**src/rtl/psum_acc_wb_if.sv**
```systemverilog
// -----------------------------------------------------------------------------
// psum_acc_wb_if
// Bundles the partial-sum input handshake and the output feature-map SRAM port
// used by psum_acc_wb.
//   in_valid/in_ready  : one partial sum per handshake
//   in_addr/in_psum    : target pixel and signed partial sum
//   in_first/in_final  : first channel pass (overwrite) / last pass (ReLU+tag)
//   sram_we/addr/din   : SRAM write enable, shared read/write address, data
//   sram_dout          : SRAM read data, one cycle after the address
//   sram_final_flag    : tags a final-pass write
// Modports: master = upstream/SRAM side, slave = the accumulate stage.
// -----------------------------------------------------------------------------
interface psum_acc_wb_if #(
   parameter int ADDR_W = 12,
   parameter int DATA_W = 26
);
   logic              in_valid;
   logic              in_ready;
   logic [ADDR_W-1:0] in_addr;
   logic [DATA_W-1:0] in_psum;
   logic              in_first;
   logic              in_final;
   logic              sram_we;
   logic [ADDR_W-1:0] sram_addr;
   logic [DATA_W-1:0] sram_din;
   logic [DATA_W-1:0] sram_dout;
   logic              sram_final_flag;

   modport master (
      output in_valid, in_addr, in_psum, in_first, in_final, sram_dout,
      input  in_ready, sram_we, sram_addr, sram_din, sram_final_flag
   );

   modport slave (
      input  in_valid, in_addr, in_psum, in_first, in_final, sram_dout,
      output in_ready, sram_we, sram_addr, sram_din, sram_final_flag
   );
endinterface

```
**src/rtl/psum_acc_wb.sv**
```systemverilog
// -----------------------------------------------------------------------------
// psum_acc_wb
// Partial-sum accumulate / write-back stage in front of the output feature-map
// SRAM. First pass overwrites a word; later passes read-modify-write with
// signed saturation; the final pass applies ReLU, tags the write, and a
// one-cycle done pulse fires once every word of the map has been finalised.
// Ports:
//   clk, rst  : single clock, synchronous active-high reset
//   bus       : psum_acc_wb_if.slave (input handshake + SRAM port)
//   done      : one-cycle pulse, all WORD_AMOUNT words finalised
//   sat_flag  : sticky, some accumulate saturated
//   addr_err  : sticky, some input address was >= WORD_AMOUNT
// -----------------------------------------------------------------------------
module psum_acc_wb #(
   parameter int WORD_AMOUNT = 3136,
   parameter int ADDR_W      = 12,
   parameter int DATA_W      = 26
) (
   input  logic                clk,
   input  logic                rst,
   psum_acc_wb_if.slave        bus,
   output logic                done,
   output logic                sat_flag,
   output logic                addr_err
);
   typedef enum logic [1:0] {IDLE, READ, WRITE} state_t;

   localparam logic [ADDR_W:0]   L_WORDS    = (ADDR_W+1)'(WORD_AMOUNT);
   localparam logic [ADDR_W:0]   L_LAST_CNT = (ADDR_W+1)'(WORD_AMOUNT - 1);
   localparam logic [DATA_W-1:0] L_MAX      = {1'b0, {(DATA_W-1){1'b1}}};
   localparam logic [DATA_W-1:0] L_MIN      = {1'b1, {(DATA_W-1){1'b0}}};

   state_t            r_state;
   logic [ADDR_W-1:0] r_addr;
   logic [DATA_W-1:0] r_psum;
   logic              r_first;
   logic              r_final;
   logic              r_oob;
   logic [ADDR_W:0]   r_cnt;
   logic              r_done;
   logic              r_sat;
   logic              r_err;

   logic              w_ready;
   logic              w_xfer;
   logic              w_wr;
   logic              w_commit;
   logic [DATA_W:0]   w_sum;
   logic              w_ovf;
   logic [DATA_W-1:0] w_acc;
   logic [DATA_W-1:0] w_pre;
   logic [DATA_W-1:0] w_res;
   logic              w_cnt_hit;

   assign w_ready = ((r_state == IDLE) || (r_state == WRITE)) && !rst;
   assign w_xfer  = bus.in_valid && w_ready;

   // Gating with rst drops the pending element's write when reset lands mid-flight.
   assign w_wr     = (r_state == WRITE) && !rst;
   assign w_commit = w_wr && !r_oob;

   // One extra bit holds the true sum; overflow shows as the top two bits differing.
   assign w_sum = {bus.sram_dout[DATA_W-1], bus.sram_dout} + {r_psum[DATA_W-1], r_psum};
   assign w_ovf = w_sum[DATA_W] != w_sum[DATA_W-1];
   assign w_acc = w_ovf ? (w_sum[DATA_W] ? L_MIN : L_MAX) : w_sum[DATA_W-1:0];

   // ReLU applies after the overwrite/saturate choice.
   assign w_pre = r_first ? r_psum : w_acc;
   assign w_res = (r_final && w_pre[DATA_W-1]) ? '0 : w_pre;

   assign w_cnt_hit = w_commit && r_final && (r_cnt == L_LAST_CNT);

   assign bus.in_ready        = w_ready;
   assign bus.sram_we         = w_commit;
   assign bus.sram_addr       = r_addr;      // holds the last address outside READ/WRITE
   assign bus.sram_din        = w_wr ? w_res : '0;
   assign bus.sram_final_flag = w_commit && r_final;

   assign done     = r_done;
   assign sat_flag = r_sat;
   assign addr_err = r_err;

   always_ff @(posedge clk) begin
      if (rst) begin
         r_state <= IDLE;
         r_addr  <= '0;
         r_psum  <= '0;
         r_first <= 1'b0;
         r_final <= 1'b0;
         r_oob   <= 1'b0;
         r_cnt   <= '0;
         r_done  <= 1'b0;
         r_sat   <= 1'b0;
         r_err   <= 1'b0;
      end else begin
         r_done <= w_cnt_hit;

         if (w_wr && !r_first && w_ovf) begin
            r_sat <= 1'b1;
         end

         if (w_commit && r_final) begin
            r_cnt <= w_cnt_hit ? '0 : r_cnt + 1'b1;
         end

         if (w_xfer) begin
            r_addr  <= bus.in_addr;
            r_psum  <= bus.in_psum;
            r_first <= bus.in_first;
            r_final <= bus.in_final;
            r_oob   <= {1'b0, bus.in_addr} >= L_WORDS;
            if ({1'b0, bus.in_addr} >= L_WORDS) begin
               r_err <= 1'b1;
            end
            r_state <= bus.in_first ? WRITE : READ;
         end else begin
            case (r_state)
               READ:    r_state <= WRITE;
               WRITE:   r_state <= IDLE;
               default: r_state <= IDLE;
            endcase
         end
      end
   end
endmodule

```
**src/flat_wrapper.sv**
```systemverilog
// flat-port wrapper written by rule: the top's interface ports become plain ports
module psum_acc_wb_flat 
#(
   parameter int WORD_AMOUNT = 3136,
   parameter int ADDR_W      = 12,
   parameter int DATA_W      = 26
)
  (clk, rst, done, sat_flag, addr_err, bus_in_valid, bus_in_addr, bus_in_psum, bus_in_first, bus_in_final, bus_sram_dout, bus_in_ready, bus_sram_we, bus_sram_addr, bus_sram_din, bus_sram_final_flag);
  psum_acc_wb_if #(.ADDR_W(ADDR_W), .DATA_W(DATA_W)) bus_i ();
  input  logic clk;
  input  logic rst;
  output logic done;
  output logic sat_flag;
  output logic addr_err;
  input wire logic [$bits(bus_i.in_valid)-1:0] bus_in_valid;
  input wire logic [$bits(bus_i.in_addr)-1:0] bus_in_addr;
  input wire logic [$bits(bus_i.in_psum)-1:0] bus_in_psum;
  input wire logic [$bits(bus_i.in_first)-1:0] bus_in_first;
  input wire logic [$bits(bus_i.in_final)-1:0] bus_in_final;
  input wire logic [$bits(bus_i.sram_dout)-1:0] bus_sram_dout;
  output wire logic [$bits(bus_i.in_ready)-1:0] bus_in_ready;
  output wire logic [$bits(bus_i.sram_we)-1:0] bus_sram_we;
  output wire logic [$bits(bus_i.sram_addr)-1:0] bus_sram_addr;
  output wire logic [$bits(bus_i.sram_din)-1:0] bus_sram_din;
  output wire logic [$bits(bus_i.sram_final_flag)-1:0] bus_sram_final_flag;
  assign bus_i.in_valid = bus_in_valid;
  assign bus_i.in_addr = bus_in_addr;
  assign bus_i.in_psum = bus_in_psum;
  assign bus_i.in_first = bus_in_first;
  assign bus_i.in_final = bus_in_final;
  assign bus_i.sram_dout = bus_sram_dout;
  assign bus_in_ready = bus_i.in_ready;
  assign bus_sram_we = bus_i.sram_we;
  assign bus_sram_addr = bus_i.sram_addr;
  assign bus_sram_din = bus_i.sram_din;
  assign bus_sram_final_flag = bus_i.sram_final_flag;
  psum_acc_wb #(.WORD_AMOUNT(WORD_AMOUNT), .ADDR_W(ADDR_W), .DATA_W(DATA_W)) u_core (.clk(clk), .rst(rst), .bus(bus_i), .done(done), .sat_flag(sat_flag), .addr_err(addr_err));
endmodule
```
**config.mk**
```make
export PLATFORM = sky130hd
export DESIGN_NAME = psum_acc_wb_flat
export DESIGN_NICKNAME = d
export VERILOG_FILES = /design/src/rtl/psum_acc_wb_if.sv /design/src/rtl/psum_acc_wb.sv /design/src/flat_wrapper.sv
export SDC_FILE = /design/constraint.sdc
export NUM_CORES = 1
export LEC_CHECK = 0
export ABC_CLOCK_PERIOD_IN_PS = 3700
export BUFFER_PORTS_ARGS = -buffer_cell sky130_fd_sc_hd__buf_2
export CAP_MARGIN = 0
export CORE_MARGIN = 2
export CORE_UTILIZATION = 29
export CTS_BUF_LIST = sky130_fd_sc_hd__clkbuf_4 sky130_fd_sc_hd__clkbuf_8 sky130_fd_sc_hd__clkbuf_16
export CTS_CLUSTER_SIZE = 16
export DETAILED_ROUTE_END_ITERATION = 10
export GPL_TIMING_DRIVEN = 0
export PLACE_DENSITY = 0.48
export SYNTH_ARGS = -nofsm -noshare
export SYNTH_HDL_FRONTEND = slang
export SYNTH_SLANG_ARGS = --single-unit
```
**constraint.sdc**
```tcl
create_clock -name clk -period 3.7 [get_ports clk]
set_input_delay 0.555 -clock clk [delete_from_list [all_inputs] [get_ports clk]]
set_output_delay 0.555 -clock clk [all_outputs]
set_load 0.05 [all_outputs]
```
Word level (Yosys, flattened, before mapping)

Cells that the tools add are included.
Widths: inputs -> output; s select.

Register bits after elaboration: 59
Bits in latches: 0
Memory bits (writable): 0
Bits in read-only memories: 0
Bits of input ports: 69
Output and inout port bits: 44
Logic and storage cells: 41
Memories kept: 0

Add/sub/neg operators: 2
$mul: 0
Div/mod/pow operators: 0
Magnitude comparators: 1
Equal/unequal tests: 4
Shifts and indexed selects: 0
Multiplexer cells: 9
Bitwise gates (word level): 0
Reductions and logical operators: 15

Operators by type and width:

| operator              | count |
|---|---|
| $mux 26               | 5 |
| $add 26x26->27        | 1 |
| $add 13x1->13 const B | 1 |
| $eq 13x12->1 const B  | 1 |
| $mux 13               | 1 |
| $ge 12x12->1 const B  | 1 |
| $logic_and 1x1->1     | 9 |
| $mux 2                | 3 |
| $logic_not 1->1       | 3 |
| $eq 2x1->1 const B    | 1 |
| $eq 2x2->1 const B    | 1 |
| $logic_not 2->1       | 1 |
| $reduce_and 2->1      | 1 |
| $logic_or 1x1->1      | 1 |
| $ne 1x1->1            | 1 |

Depth between registers and ports, before layout

Gate-level depths: netlist of the first run.

Depth in word-level cells: 7
Depth in mapped cells: 12
Gate-level depth less buffers: 11

Worst setup path before layout of the first run

No wires, ideal clock.

Kind: input port to output port
From: input port bus_sram_dout[17]
To: output port bus_sram_din[24]
Arrival: 4027 ps
Required time: 3145 ps
Path slack: -882 ps
Stages: 10
Path buffers: 1
Cells stage by stage: ha_1 > buf_6 > a21o_1 > o21bai_4 > a311o_1 > o41ai_2 > o211ai_1 > xor2_1 > or4_4 > a2111oi_2

Word-level cells in the longest chain between the ends: 7
Elaborated cells between the ends (all ways): 8
Those cells by class: 1 x add/sub; 1 x eq/ne; 5 x mux; 1 x reduce/logical

RTL lines:

| item                                  | line                                 | text |
|---|---|---|
| start, declared                       | flat_wrapper.sv:20                   | `input wire logic [$bits(bus_i.sram_dout)-1:0] bus_sram_dout;` |
| $add 26x26->27 (*)                    | psum_acc_wb.sv:63                    | `assign w_sum = {bus.sram_dout[DATA_W-1], bus.sram_dout} + {r_psum[DATA_W-1], r_psum};` |
| $mux 26 or $ne 1x1->1 (tied branches) | psum_acc_wb.sv:65, psum_acc_wb.sv:64 |  |
| $mux 26 (*)                           | psum_acc_wb.sv:65                    | `assign w_acc = w_ovf ? (w_sum[DATA_W] ? L_MIN : L_MAX) : w_sum[DATA_W-1:0];` |
| $mux 26 (*)                           | psum_acc_wb.sv:68                    | `assign w_pre = r_first ? r_psum : w_acc;` |
| $logic_and 1x1->1                     | psum_acc_wb.sv:69                    | `assign w_res = (r_final && w_pre[DATA_W-1]) ? '0 : w_pre;` |
| $mux 26 (*)                           | psum_acc_wb.sv:69                    |  |
| $mux 26 (*)                           | psum_acc_wb.sv:76                    | `assign bus.sram_din = w_wr ? w_res : '0;` |
| end, declared                         | flat_wrapper.sv:24                   | `output wire logic [$bits(bus_i.sram_din)-1:0] bus_sram_din;` |

Every way passes the cells marked *; elsewhere a longest branch is shown, timed or not.

Final worst setup path of the first run

From: register u_core.r_psum[0]
To: output port bus_sram_din[24]

Word-level cells in the longest chain between the ends: 7
Elaborated cells between the ends (all ways): 8
Those cells by class: 1 x add/sub; 1 x eq/ne; 5 x mux; 1 x reduce/logical

RTL lines:

| item                                  | line                                 | text |
|---|---|---|
| start, declared                       | psum_acc_wb.sv:35                    | `logic [DATA_W-1:0] r_psum;` |
| start signal, assigned                | psum_acc_wb.sv:108                   | `r_psum <= bus.in_psum;` |
| $add 26x26->27 (*)                    | psum_acc_wb.sv:63                    |  |
| $mux 26 or $ne 1x1->1 (tied branches) | psum_acc_wb.sv:65, psum_acc_wb.sv:64 |  |
| $mux 26 (*)                           | psum_acc_wb.sv:65                    |  |
| $mux 26 (*)                           | psum_acc_wb.sv:68                    |  |
| $logic_and 1x1->1                     | psum_acc_wb.sv:69                    |  |
| $mux 26 (*)                           | psum_acc_wb.sv:69                    |  |
| $mux 26 (*)                           | psum_acc_wb.sv:76                    |  |

Marked as above.

==> results of run 1 <==
[repair_timing]
item                                    4_1_cts  5_1_grt
endpoints found under the setup margin       25       25
setup buffers                                14       16
cloned                                        0        4
hold endpoints to repair                      0        0
hold buffers                                  0        0
resized for setup                            86       67
pin swaps                                    16       19
[area by class of cell]
class                      instances  share of cell area (%)
timing repair buffer             146                    15.6
tap                              180                    3.41
clock buffer                       9                    3.41
inverter                          31                    1.76
buffer                            29                    3.44
clock inverter                     7                    1.17
multi-input combinational        416                    53.2
sequential                        59                    18.0
[logic make-up after synthesis]
group	share of synthesized area (%)
and+or+nand+nor	24.6
AOI/OAI and AO/OA	24.3
buffers and inverters	6.11
DFF	28.7
xor gates and xnor gates	6.81
adders and majority gates	8.70
muxes	0.761
[sequential cells by signal (all words and copies together) (netlist names), 2 cells and up]
signal and cells:
u_core.r_psum 26, u_core.r_cnt 13, u_core.bus.sram_addr 12, u_core.r_state 2
[report_power, final]
| part | switching, mW | internal, mW | leakage, nW |
|---|---|---|---|
| clock network | 0.330 | 0.525 | 0.146 |
| registers | 0.0266 | 0.671 | 0.486 |
| logic | 0.551 | 0.382 | 2.11 |
| total | 0.908 | 1.58 | 2.75 |
[cell usage after synthesis (all sizes together) (2+ instances only)]
| cell type | instances |
|---|---|
| clkbuf | 31 |
| and2 | 6 |
| a21oi | 36 |
| nor2b | 5 |
| inv | 31 |
| nand2 | 89 |
| xor2 | 22 |
| nand4 | 7 |
| mux2i | 2 |
| o31ai | 21 |
| nand3b | 18 |
| nor3 | 11 |
| nor2 | 44 |
| nand2b | 4 |
| a21o | 8 |
| o2111ai | 2 |
| dfxtp | 59 |
| nor3b | 2 |
| or4 | 4 |
| or2 | 2 |
| o21bai | 2 |
| a211oi | 4 |
| a31oi | 4 |
| ha | 27 |
| o21a | 5 |
| a311oi | 3 |
| a211o | 3 |
| a221oi | 20 |
| xnor2 | 10 |
| a41oi | 2 |
| and4 | 2 |
| o211ai | 6 |
| o21ai | 17 |
| nand3 | 9 |
| buf | 3 |
| and3 | 5 |
[through the flow]
step           total power, mW  setup WS, ps
6_report                  2.49          -127
3_5_place_dp              1.43          -752
3_3_place_gp              1.42          -748
5_1_grt                   2.62          -266
4_1_cts                   2.39          -259
2_1_floorplan             1.26          -215
[layer usage]
metal | up-vias | global-route usage [%]
met2 | 108 | 29.9
met3 | 14 | 4.01
met5 | - | 0
li1 | 2239 | -
met4 | 0 | 7.53
met1 | 2081 | 25.6
[worst reg2reg max path, stage by stage (launching register included)]
cell and delay, ps:
dfxtp_1 320, nor2_2 160, nand2_1 310, nor2_4 170
nand2_1 130, inv_1 170, nand3_1 160, nor4_1 600
or2_2 210, clkbuf_1 350, nor2_1 100
[how the worst max path moves through the flow]
stage,start,end,depth (start not counted)
2_1_floorplan,bus_sram_dout[17],bus_sram_din[24],10
3_3_place_gp,bus_sram_dout[10],bus_sram_din[13],13
3_5_place_dp,bus_sram_dout[12],bus_sram_din[13],13
4_1_cts,u_core.r_psum[17],bus_sram_din[24],10
5_1_grt,u_core.r_psum[0],bus_sram_din[24],12
6_report,u_core.r_psum[0],bus_sram_din[24],12
==> metrics, run 1 <==
failing checks=setup timing; CTS tree=yes; share of cells above drive strength 1=between 30% and 40%; Hold Crit Start=bus_in_psum[21]; wl on met1=7.01 mm; most used flip-flop cell after synthesis=dfxtp_1; H-tree Lvls=3; total track usage=a little under a fifth; Cells after Synth=540; Least-Margin Pin Slew=roughly 1300 ps; met2 wire length=6.90 mm; Seq. cell area=1190 µm²; most common cell after layout, fill and taps aside=nand2_1; ranking of synthesized cells by area=dfxtp_1 (29%), ha_1 (8.2%), nand2_1 (8.1%); Congestion Overflow GR=0; unrepaired setup endpoints after global routing=true; post-synthesis register bit count=59; routability congestion estimate=0.829; Initial DRC Count=about 280; Area growth, synth to finish=60.8%; Ant. Diodes=0; Post-DP Area=between 5000 and 6000 µm²; final worst path period need=3830 ps; vias per cell=a little over 5; Synth Net Count=around 640; drt drc=0; Data arrival, critical path=3270 ps; maximum number of pins on one net before global-route repair=13; Top Family by Delay on Critical Path=compound AO/OA/AOI/OAI gates; Hold Path Cell Cnt=3; relative slew slack=15.9%; Async S/R FF share, synth=0%; Worst Hold Endpoint=u_core.r_psum[21]; maximum buffer depth of the clock tree=2; share of the synthesized area in the top cell type=28.7%; fin crit share=103%; hold_ws=398 ps; First-pass DRT Iterations=4; Fmax=between 0.2 and 0.3 GHz; multi-input logic area=3520 µm²; cell taking the most area after synthesis=dfxtp_1; r2r setup slk=880 ps; Core Util, Final=a little under half; CP Data Required Time=3140 ps; Buf/Inv on CP=2; crit path cell chain=ha_4 > inv_2 > fa_2 > nor2b_2 > o31a_1 > o211ai_1 > o21ai_2 > nand3_2 > mux2i_1 > or4_4 > a2111oi_4 > buf_6; DR top layer=met4; CTS clk-pin slew, worst paths=60 ps; critical path class=register to primary output; Post-synth EDFFs=0; met3 WL=636 µm; per-cell routed wire length=16.8 µm; Setup crit end kind=primary output; Ys Warns=0; die height=roughly 120 µm; reg-to-reg endpoint=u_core.r_cnt[12]; boundary pin count=approximately 110; Worst Reg2Reg Path Length in Cells=10; die area=15100 µm²; post-synthesis sequential area ratio=28.7%; worst vdd ir=approximately 0.23 mV; Initial Util=29.6%; leakage=about 2.7 nW; maximum fanout along the worst path=3; clock root buffer=clkbuf_16; Final Hold Fails=0; Clock Skew=12.0 ps; Setup Viol. Count Final=14; final slew viol count=0; Worst path slowest cell=or4_4; Layout Cells excl Fill=877; drt total wl=14.8 mm; DP Cell Count=832; setup ws final=-127 ps; total CTS buffers=9; post-route ant nets=0; first-pass GRT wire length=22.1 mm; Nets=789; Max-Cap Viols=0; Synth Area per Inst=7.62 µm²; CP peak stage delay=550 ps; Fillers=1379; Vias=4442; Core Region=13900 µm²; die span in x=123 µm; status=finished, violations left; Post-Syn Area=4110 µm²; Yosys cell types=54; startpoint types=register; vias in the first global route=4257; hpwl dp=~11 mm; setup_tns=-783 ps; I/O Buffers=112; reg-to-reg startpoint=u_core.r_state[0]; most frequent cells in the layout=nand2_1 (88), buf_2 (86), dfxtp_1 (53); Hold Crit Class=input port to register; Sink Count=59; Skew-Pair Late Insertion Delay=340 ps; design area=6610 µm²; # rows=43; initial antenna violation count=0; pwr/cell area=376 nW/µm²
(Power assumes the default switching activity.)
==> inputs of run 2 (changes only) <==
--- a/config.mk
+++ b/config.mk
@@ -15,6 +15,8 @@
 export DETAILED_ROUTE_END_ITERATION = 10
 export GPL_TIMING_DRIVEN = 0
 export PLACE_DENSITY = 0.48
+export SETUP_SLACK_MARGIN = 0.15
+export SKIP_CTS_REPAIR_TIMING = 1
 export SYNTH_ARGS = -nofsm -noshare
 export SYNTH_HDL_FRONTEND = slang
 export SYNTH_SLANG_ARGS = --single-unit
==> metrics, run 2 (synthesis gave the netlist of run 1 again) <==
status=finished, violations left; failing checks=setup timing; Worst path slowest cell=or4_4; per-cell routed wire length=around 16 µm; share of cells above drive strength 1=roughly a third; vias in the first global route=roughly 4k; boundary pin count=113; Sink Count=a little under 60; Core Region=13900 µm²; Clock Skew=approximately 6.4 ps; Max-Cap Viols=0; Initial DRC Count=234; total track usage=18.5%; met2 wire length=6.17 mm; design area=about 6100 µm²; relative slew slack=17.5%; vias per cell=about 5.0; Fillers=1419; Fmax=0.240 GHz; die height=123 µm; hpwl dp=10.5 mm; total CTS buffers=9; leakage=2.59 nW; fin crit share=113%; worst vdd ir=0.269 mV; Top cell by count, worst path=buf_6; Final Hold Fails=0; CP peak stage delay=540 ps; setup ws final=-471 ps; critical path class=register to primary output; CTS clk-pin slew, worst paths=roughly 60 ps; unrepaired setup endpoints after global routing=true; Initial Util=roughly 30%; most frequent cells in the layout=buf_2 (91), nand2_1 (89), dfxtp_1 (56); post-route ant nets=0; initial antenna violation count=0; Data arrival, critical path=3620 ps; startpoint types=register; routability congestion estimate=0.852; die span in x=123 µm; Nets=771; most common cell after layout, fill and taps aside=buf_2; # rows=43; CP Data Required Time=3140 ps; Seq. cell area=between 1000 and 1500 µm²; maximum fanout along the worst path=3; met3 WL=roughly 740 µm; first-pass GRT wire length=between 20 and 25 mm; Skew-Pair Late Insertion Delay=340 ps; Buf/Inv on CP=2; pwr/cell area=386 nW/µm²; setup_tns=-5510 ps; crit path cell chain=ha_4 > buf_6 > a21o_1 > o21bai_4 > a311o_1 > o41ai_4 > o211ai_1 > xor2_2 > or4_4 > a2111oi_4 > buf_6; CTS tree=yes; Setup Viol. Count Final=25; register name with the most flops=u_core.r_psum; die area=~15000 µm²; maximum number of pins on one net before global-route repair=13; Top Family by Delay on Critical Path=compound AO/OA/AOI/OAI gates; drt drc=0; Layout Cells excl Fill=859; Hold Crit Class=input port to register; Congestion Overflow GR=0; I/O Buffers=112; H-tree Lvls=3; Setup crit end kind=primary output; clock root buffer=clkbuf_16; DP Cell Count=~830; final worst path period need=around 4200 ps; wl on met1=6.66 mm; post-place setup slack=-775 ps; Vias=between 4k and 5k; Ant. Diodes=0; maximum buffer depth of the clock tree=2; First-pass DRT Iterations=4; max FFs per register=26; Least-Margin Pin Slew=1240 ps; multi-input logic area=between 3000 and 4000 µm²; Post-DP Area=around 5400 µm²; Area growth, synth to finish=48.4%; DR top layer=met4; drt total wl=13.9 mm; final slew viol count=0
==> run 2: cell types whose count changed in the layout (fill, tap and decap cells not counted), moves of 3 or more <==
cell	before	now
buf_4	28	9
ha_4	12	1
ha_1	14	24
buf_6	32	26
buf_2	86	91
a21oi_4	6	2
clkbuf_16	13	9
a21oi_2	2	5
clkbuf_2	1	4
dfxtp_1	53	56
dfxtp_2	6	3
==> run 2: report_power, final <==
group | switching [mW] | leakage [nW] | internal [mW]
sequential | 0.0228 | 0.485 | 0.671
combinational | 0.509 | 1.96 | 0.299
clock | 0.328 | 0.142 | 0.525
==> run 2: worst paths after layout <==
path	start	endpoint	slack [ps]	cells after the start
worst min-delay path	bus_in_psum[19]	u_core.r_psum[19]	400	3
worst min register to register	u_core.addr_err	u_core.addr_err	450	2
worst max register to register	u_core.r_state[0]	u_core.r_cnt[3]	910	10
worst max-delay path	u_core.r_psum[17]	bus_sram_din[24]	-470	11
==> run 2: worst register-to-register path: cells and delay by family, from the launching register on <==
kind / cells / cell delay, ps
buf+inv: 2 / 520
flops: 1 / 320
simple gates: 8 / 1820
==> run 2: through the flow <==
step / utilization [%] / hold slack, ps / power [mW]
2_1_floorplan: - / 449 / 1.26
3_3_place_gp: 38.8 / 435 / 1.43
3_5_place_dp: 38.8 / 440 / 1.43
4_1_cts: 41.0 / 386 / 2.30
5_1_grt: 44.0 / 399 / 2.48
6_report: 44.0 / 397 / 2.35
==> run 2: cell type report <==
cell class / instances / share of cell area (%)
Tap cell: 180 / 3.69
Sequential cell: 59 / 19.4
Clock buffer: 9 / 3.69
Multi-Input combinational cell: 416 / 53.4
Clock inverter: 7 / 1.25
Buffer: 34 / 3.38
Inverter: 31 / 1.91
Timing Repair Buffer: 123 / 13.3
==> run 2: metal layers <==
layer | GRT usage, % | vias to the layer above
met2 | 28.5 | 106
met3 | 4.20 | 20
li1 | - | 2202
met5 | 0 | -
met1 | 25.1 | 1972
met4 | 6.96 | 0
